**src/rtl/ahb_matrix_pkg.sv**
```systemverilog
// Shared AHB encodings and burst helpers for the bus-matrix output stage.
package ahb_matrix_pkg;

   localparam logic [1:0] HTRANS_IDLE   = 2'b00;
   localparam logic [1:0] HTRANS_BUSY   = 2'b01;
   localparam logic [1:0] HTRANS_NONSEQ = 2'b10;
   localparam logic [1:0] HTRANS_SEQ    = 2'b11;

   localparam logic [2:0] HBURST_SINGLE = 3'b000;
   localparam logic [2:0] HBURST_INCR   = 3'b001;
   localparam logic [2:0] HBURST_WRAP4  = 3'b010;
   localparam logic [2:0] HBURST_INCR4  = 3'b011;
   localparam logic [2:0] HBURST_WRAP8  = 3'b100;
   localparam logic [2:0] HBURST_INCR8  = 3'b101;
   localparam logic [2:0] HBURST_WRAP16 = 3'b110;
   localparam logic [2:0] HBURST_INCR16 = 3'b111;

   // Remaining beats after the first; zero for SINGLE and undefined-length INCR.
   function automatic logic [4:0] burst_beats(input logic [2:0] hburst);
      logic [4:0] beats;
      case (hburst[2:1])
         2'b01:   beats = 5'd3;
         2'b10:   beats = 5'd7;
         2'b11:   beats = 5'd15;
         default: beats = 5'd0;
      endcase
      return beats;
   endfunction

endpackage

```
**src/rtl/ahb_rr_picker.sv**
```systemverilog
// Combinational round-robin pick: first requester after the last grant.
module ahb_rr_picker #(
   parameter int NUM_PORTS = 3,
   parameter int PORT_W    = 2
) (
   input  logic [NUM_PORTS-1:0] req_vec,
   input  logic [PORT_W-1:0]    last,
   output logic [PORT_W-1:0]    winner,
   output logic                 any_req
);

   always_comb begin
      winner  = '0;
      any_req = 1'b0;
      for (int k = 0; k < NUM_PORTS; k++) begin
         for (int j = 0; j < NUM_PORTS; j++) begin
            if (!any_req && req_vec[j] &&
                j == (int'(last) + 1 + k) % NUM_PORTS) begin
               any_req = 1'b1;
               winner  = PORT_W'(j);
            end
         end
      end
   end

endmodule

```
**src/rtl/ahb_output_arbiter.sv**
```systemverilog
// Output-stage arbiter: address-phase grant with burst/lock hold,
// plus data-phase ownership tracking.
module ahb_output_arbiter
   import ahb_matrix_pkg::*;
#(
   parameter int NUM_PORTS = 3,
   parameter int PORT_W    = 2
) (
   input  logic                 HCLK,
   input  logic                 HRESET,
   input  logic [NUM_PORTS-1:0] req_vec,
   input  logic                 HREADYM,
   input  logic [1:0]           HTRANSM,
   input  logic [2:0]           HBURSTM,
   input  logic                 HMASTLOCKM,
   output logic [PORT_W-1:0]    addr_sel,
   output logic                 no_port,
   output logic [PORT_W-1:0]    data_sel,
   output logic                 data_active
);

   logic [PORT_W-1:0] addr_sel_q, addr_sel_d;
   logic              no_port_q, no_port_d;
   logic [PORT_W-1:0] data_sel_q;
   logic              data_active_q;
   logic [4:0]        cnt_q, cnt_d;
   logic [PORT_W-1:0] last_q, last_d;

   logic [PORT_W-1:0] winner;
   logic              any_req;
   logic              own_req;
   logic              hold;

   ahb_rr_picker #(
      .NUM_PORTS (NUM_PORTS),
      .PORT_W    (PORT_W)
   ) u_picker (
      .req_vec (req_vec),
      .last    (last_q),
      .winner  (winner),
      .any_req (any_req)
   );

   always_comb begin
      own_req = 1'b0;
      for (int j = 0; j < NUM_PORTS; j++) begin
         if (PORT_W'(j) == addr_sel_q && req_vec[j]) begin
            own_req = 1'b1;
         end
      end
   end

   always_comb begin
      cnt_d      = cnt_q;
      addr_sel_d = addr_sel_q;
      no_port_d  = no_port_q;
      last_d     = last_q;

      case (HTRANSM)
         HTRANS_NONSEQ: cnt_d = burst_beats(HBURSTM);
         HTRANS_SEQ:    if (cnt_q != 5'd0) cnt_d = cnt_q - 5'd1;
         HTRANS_IDLE:   cnt_d = 5'd0;
         default:       cnt_d = cnt_q;
      endcase

      hold = !no_port_q &&
             (HMASTLOCKM || cnt_d != 5'd0 ||
              (HBURSTM == HBURST_INCR && HTRANSM != HTRANS_IDLE) ||
              HTRANSM == HTRANS_BUSY);

      // Owner withdrew (e.g. ERROR): abandon the burst unless still locked.
      if (!own_req && !HMASTLOCKM) begin
         cnt_d = 5'd0;
         hold  = 1'b0;
      end

      if (!hold) begin
         if (any_req) begin
            addr_sel_d = winner;
            no_port_d  = 1'b0;
            last_d     = winner;
         end else begin
            no_port_d  = 1'b1;
         end
      end
   end

   always_ff @(posedge HCLK or posedge HRESET) begin
      if (HRESET) begin
         addr_sel_q    <= '0;
         no_port_q     <= 1'b1;
         data_sel_q    <= '0;
         data_active_q <= 1'b0;
         cnt_q         <= 5'd0;
         last_q        <= PORT_W'(NUM_PORTS - 1);
      end else if (HREADYM) begin
         addr_sel_q    <= addr_sel_d;
         no_port_q     <= no_port_d;
         data_sel_q    <= addr_sel_q;
         data_active_q <= ~no_port_q & HTRANSM[1];
         cnt_q         <= cnt_d;
         last_q        <= last_d;
      end
   end

   assign addr_sel    = addr_sel_q;
   assign no_port     = no_port_q;
   assign data_sel    = data_sel_q;
   assign data_active = data_active_q;

endmodule

```
**config.mk**
```make
export PLATFORM = sky130hd
export DESIGN_NAME = ahb_output_arbiter
export DESIGN_NICKNAME = d
export VERILOG_FILES = /design/src/rtl/ahb_matrix_pkg.sv /design/src/rtl/ahb_rr_picker.sv /design/src/rtl/ahb_output_arbiter.sv
export SDC_FILE = /design/constraint.sdc
export NUM_CORES = 1
export LEC_CHECK = 0
export BUFFER_PORTS_ARGS = -buffer_cell sky130_fd_sc_hd__clkbuf_2
export CAP_MARGIN = 20
export CELL_PAD_IN_SITES_DETAIL_PLACEMENT = 1
export CELL_PAD_IN_SITES_GLOBAL_PLACEMENT = 1
export CORE_MARGIN = 2
export CORE_UTILIZATION = 42
export CTS_CLUSTER_SIZE = 14
export DETAILED_ROUTE_END_ITERATION = 12
export PLACE_DENSITY = 0.8
export SYNTH_ARGS = -nofsm -noshare
export SYNTH_HDL_FRONTEND = slang
export SYNTH_SLANG_ARGS = --single-unit
```
**constraint.sdc**
```tcl
create_clock -name HCLK -period 3.57 [get_ports HCLK]
set_input_delay 0.1785 -clock HCLK [delete_from_list [all_inputs] [get_ports HCLK]]
set_output_delay 0.1785 -clock HCLK [all_outputs]
set_load 0.005 [all_outputs]
```
==> metrics.txt <==
vias in the first global route=~800; initial antenna violation count=0; Detailed Route Iter0 Violations=10; min Tclk post-route=~2.4 ns; Cell Rows=15; outcome=finished, final reports clean; post-route setup slack=approximately 1.2 ns; Layout Nets=128; Synth Warn #=0; Max IR drop VDD=332.8 µV; PortBufs=17; Layout Cells excl Fill=137; syn nets=108; via count=773; total wire length=2.150 mm; Clock Tree Buf Depth=2; Clock Pin Slew Worst Setup and Hold Paths=approximately 0.08 ns; Fill cells=232; post-route cell area=roughly 960 µm²; syn avg cell area=just under 9 µm²; drt first pass iters=4; synth cell count leaders=inv_1 (12), dfrtp_1 (10), nand2_1 (9); asr flop ratio synth=1.000; f_max=between 400 and 500 MHz; sw power=about 0.24 mW; Primary FF master, synth=dfrtp_1; DIE HEIGHT=about 48 µm; Netlist cell types=35; WP data required=between 3 and 4 ns; global route overflow=0; crit path capture type=flop; Final Hold Vio Count=0; CP Launch Type=flop; Int Pwr=about 0.37 mW; Post-synth EDFFs=0; GPL Wtd Cong=about 0.86; Comb power frac=0.447; Max-Cap Viols=0; Yosys reg bits=12; final setup fails=0; Setup TNS Final=0 ns; number of nets with antenna violations after routing=0; gr usage total=0.2313; PwrDens=about 640 mW/mm²; hold crit path type=input port to flop; Vias/cell=around 5.6; clk_lat worst skew=slightly below 0.3 ns; Cells after DPL=between 100 and 150; final period utilization=0.6768; Seq/Total Area, Yosys=0.3689; Max H-tree Level=1; first-pass GRT wire length=~3.6 mm; Slew HR=0.6827; Clock power frac=0.183; pin count of the biggest net entering global routing=14; Syn Std Cell Area=between 800 and 900 µm²; core area=between 0.0015 and 0.002 mm²; Sw Share=0.3914; Synth area leader=dfrtp_1; share of the synthesized area in the top cell type=0.3049; layout cells sized above 1=0.2589; drt drc=0; Die ar.=0.002324 mm²; Synth area leaders=dfrtp_1 (30%), dfstp_2 (6.4%), mux2i_1 (6.1%), inv_1 (5.5%), ha_1 (4.6%); data arrival time of the worst path=around 2.6 ns; synthesized instance count=93; CTS tree=built; Post-DP Area=approximately 910 µm²; Leakage Power=0.4590 nW; Post-CTS Setup Inserts=0; unrepaired setup endpoints after global routing=false; Area Overhead vs Synth=16.77%; clk_skew=roughly 0.0076 ns; HPWL after DPL=1.724 mm; Num CTS Buffers=3; crit-path max FO=5; slew at the pin closest to its max-slew limit=roughly 0.48 ns; Initial Util=0.4604; routed len/inst=approximately 16 µm; DIE WIDTH=approximately 48 µm; CTS Sinks=12; clk root buf=clkbuf_4; post-place setup slack=1.166 ns; Ports=18; # diodes=0; Pins Over Slew Limit=0; WS Path Type=flop to flop; Post-CTS Resized=0; most numerous cell in the Yosys netlist=inv_1; register share of total power=0.370
-- cells by family (layout without fill, tap and decap cells) --
family | after synthesis | count (layout) | share of synthesized area
mux | 7 | 7 | 0.08842
compound gates | 27 | 27 | 0.2287
flops | 12 | 12 | 0.3689
fa+ha+maj | 3 | 3 | 0.04574
buf+inv | 15 | 34 | 0.08536
simple gates | 29 | 29 | 0.1829
-- final timing paths --
path / from / endpoint / slack, ns / cells after the start
setup / recovery: cnt_q[0] / addr_sel[1] / 1.15 / 8
hold / removal: req_vec[1] / addr_sel[0] / 0.21 / 3
setup reg to reg: cnt_q[0] / addr_sel[1] / 1.15 / 8
hold reg to reg: data_sel[1] / data_sel[1] / 0.51 / 1
max in group asynchronous: HRESET / last_q[1] / 2.78 / 3
min in group asynchronous: HRESET / addr_sel[1] / 0.43 / 3
-- power by group through the flow --
stage | Combinational (mW) | Clock, mW | Sequential, mW
final | 0.273 | 0.112 | 0.226
after global routing | 0.306 | 0.123 | 0.234
after CTS | 0.276 | 0.118 | 0.225
after detailed placement | 0.272 | 0 | 0.228
after global placement | 0.260 | 0 | 0.225
after floorplan | 0.199 | 0 | 0.218
-- placed cells by master, fill, tap and decap left out --
cell type / n
nand4_1: 2
and2_4: 1
o2111ai_1: 2
o311a_1: 1
o22ai_1: 4
clkbuf_4: 3
mux2_2: 2
a21oi_1: 4
inv_1: 12
nor3_1: 3
dlygate4sd3_1: 1
o21ai_0: 5
nand3b_1: 1
or4b_1: 1
o31ai_1: 1
o31ai_2: 1
nor2_1: 7
o21a_1: 1
o211ai_1: 1
a32oi_1: 1
or4b_4: 1
o221ai_1: 1
clkbuf_2: 17
a21boi_0: 1
a31oi_1: 2
dfstp_2: 2
nor2b_1: 1
o311ai_0: 1
nand2_1: 9
mux2i_1: 5
dfrtp_1: 10
nand3_1: 2
ha_1: 3
clkbuf_8: 1
o21ai_2: 1
nand2b_1: 1
-- worst max-delay path, cell delays in order, from the launching register on --
cell	delay [ns]
dfrtp_1	0.43
inv_1	0.10
ha_1	0.22
or4b_4	0.49
and2_4	0.19
o311a_1	0.30
o31ai_2	0.31
o21ai_2	0.13
mux2i_1	0.13
-- flip-flops by register name (all words and copies together) (netlist names) --
register,cells
no_port,1
data_active,1
cnt_q,5
last_q,1
data_sel,2
addr_sel,2
-- metrics by stage --
step	util	total power [mW]	hold WS, ns
after floorplan	-	0.4168	0.04177
after global placement	0.5116	0.4856	0.1781
after detailed placement	0.5116	0.5004	0.1943
after CTS	0.5375	0.6189	0.2036
after global routing	0.5375	0.6626	0.2138
final	0.5375	0.6111	0.2119
-- repair_timing --
action                     in CTS  in global routing
setup endpoints to repair       0                  0
hold endpoints to repair       10                  0
hold buffers                    1                  0
-- layer usage --
layer / vias to the layer above / routed length, µm / part of all wire / track usage
met5: - / 0 / 0 / 0
met4: 0 / 12 / 0.0056 / 0.06486
met3: 2 / 78 / 0.036 / 0.08148
met2: 12 / 1001 / 0.47 / 0.3553
met1: 380 / 1058 / 0.49 / 0.3080
li1: 379 / - / - / -
-- area by class of cell --
class / count / area, µm² / area share
clock buffer: 4 / 36.28 / 0.03786
inverter: 12 / 45.04 / 0.04700
multi-input combinational: 66 / 447.9 / 0.4674
sequential: 12 / 302.8 / 0.3159
tap: 25 / 31.28 / 0.03264
timing repair buffer: 18 / 95.09 / 0.09922
Note: power is estimated with default switching activity, not from simulation.
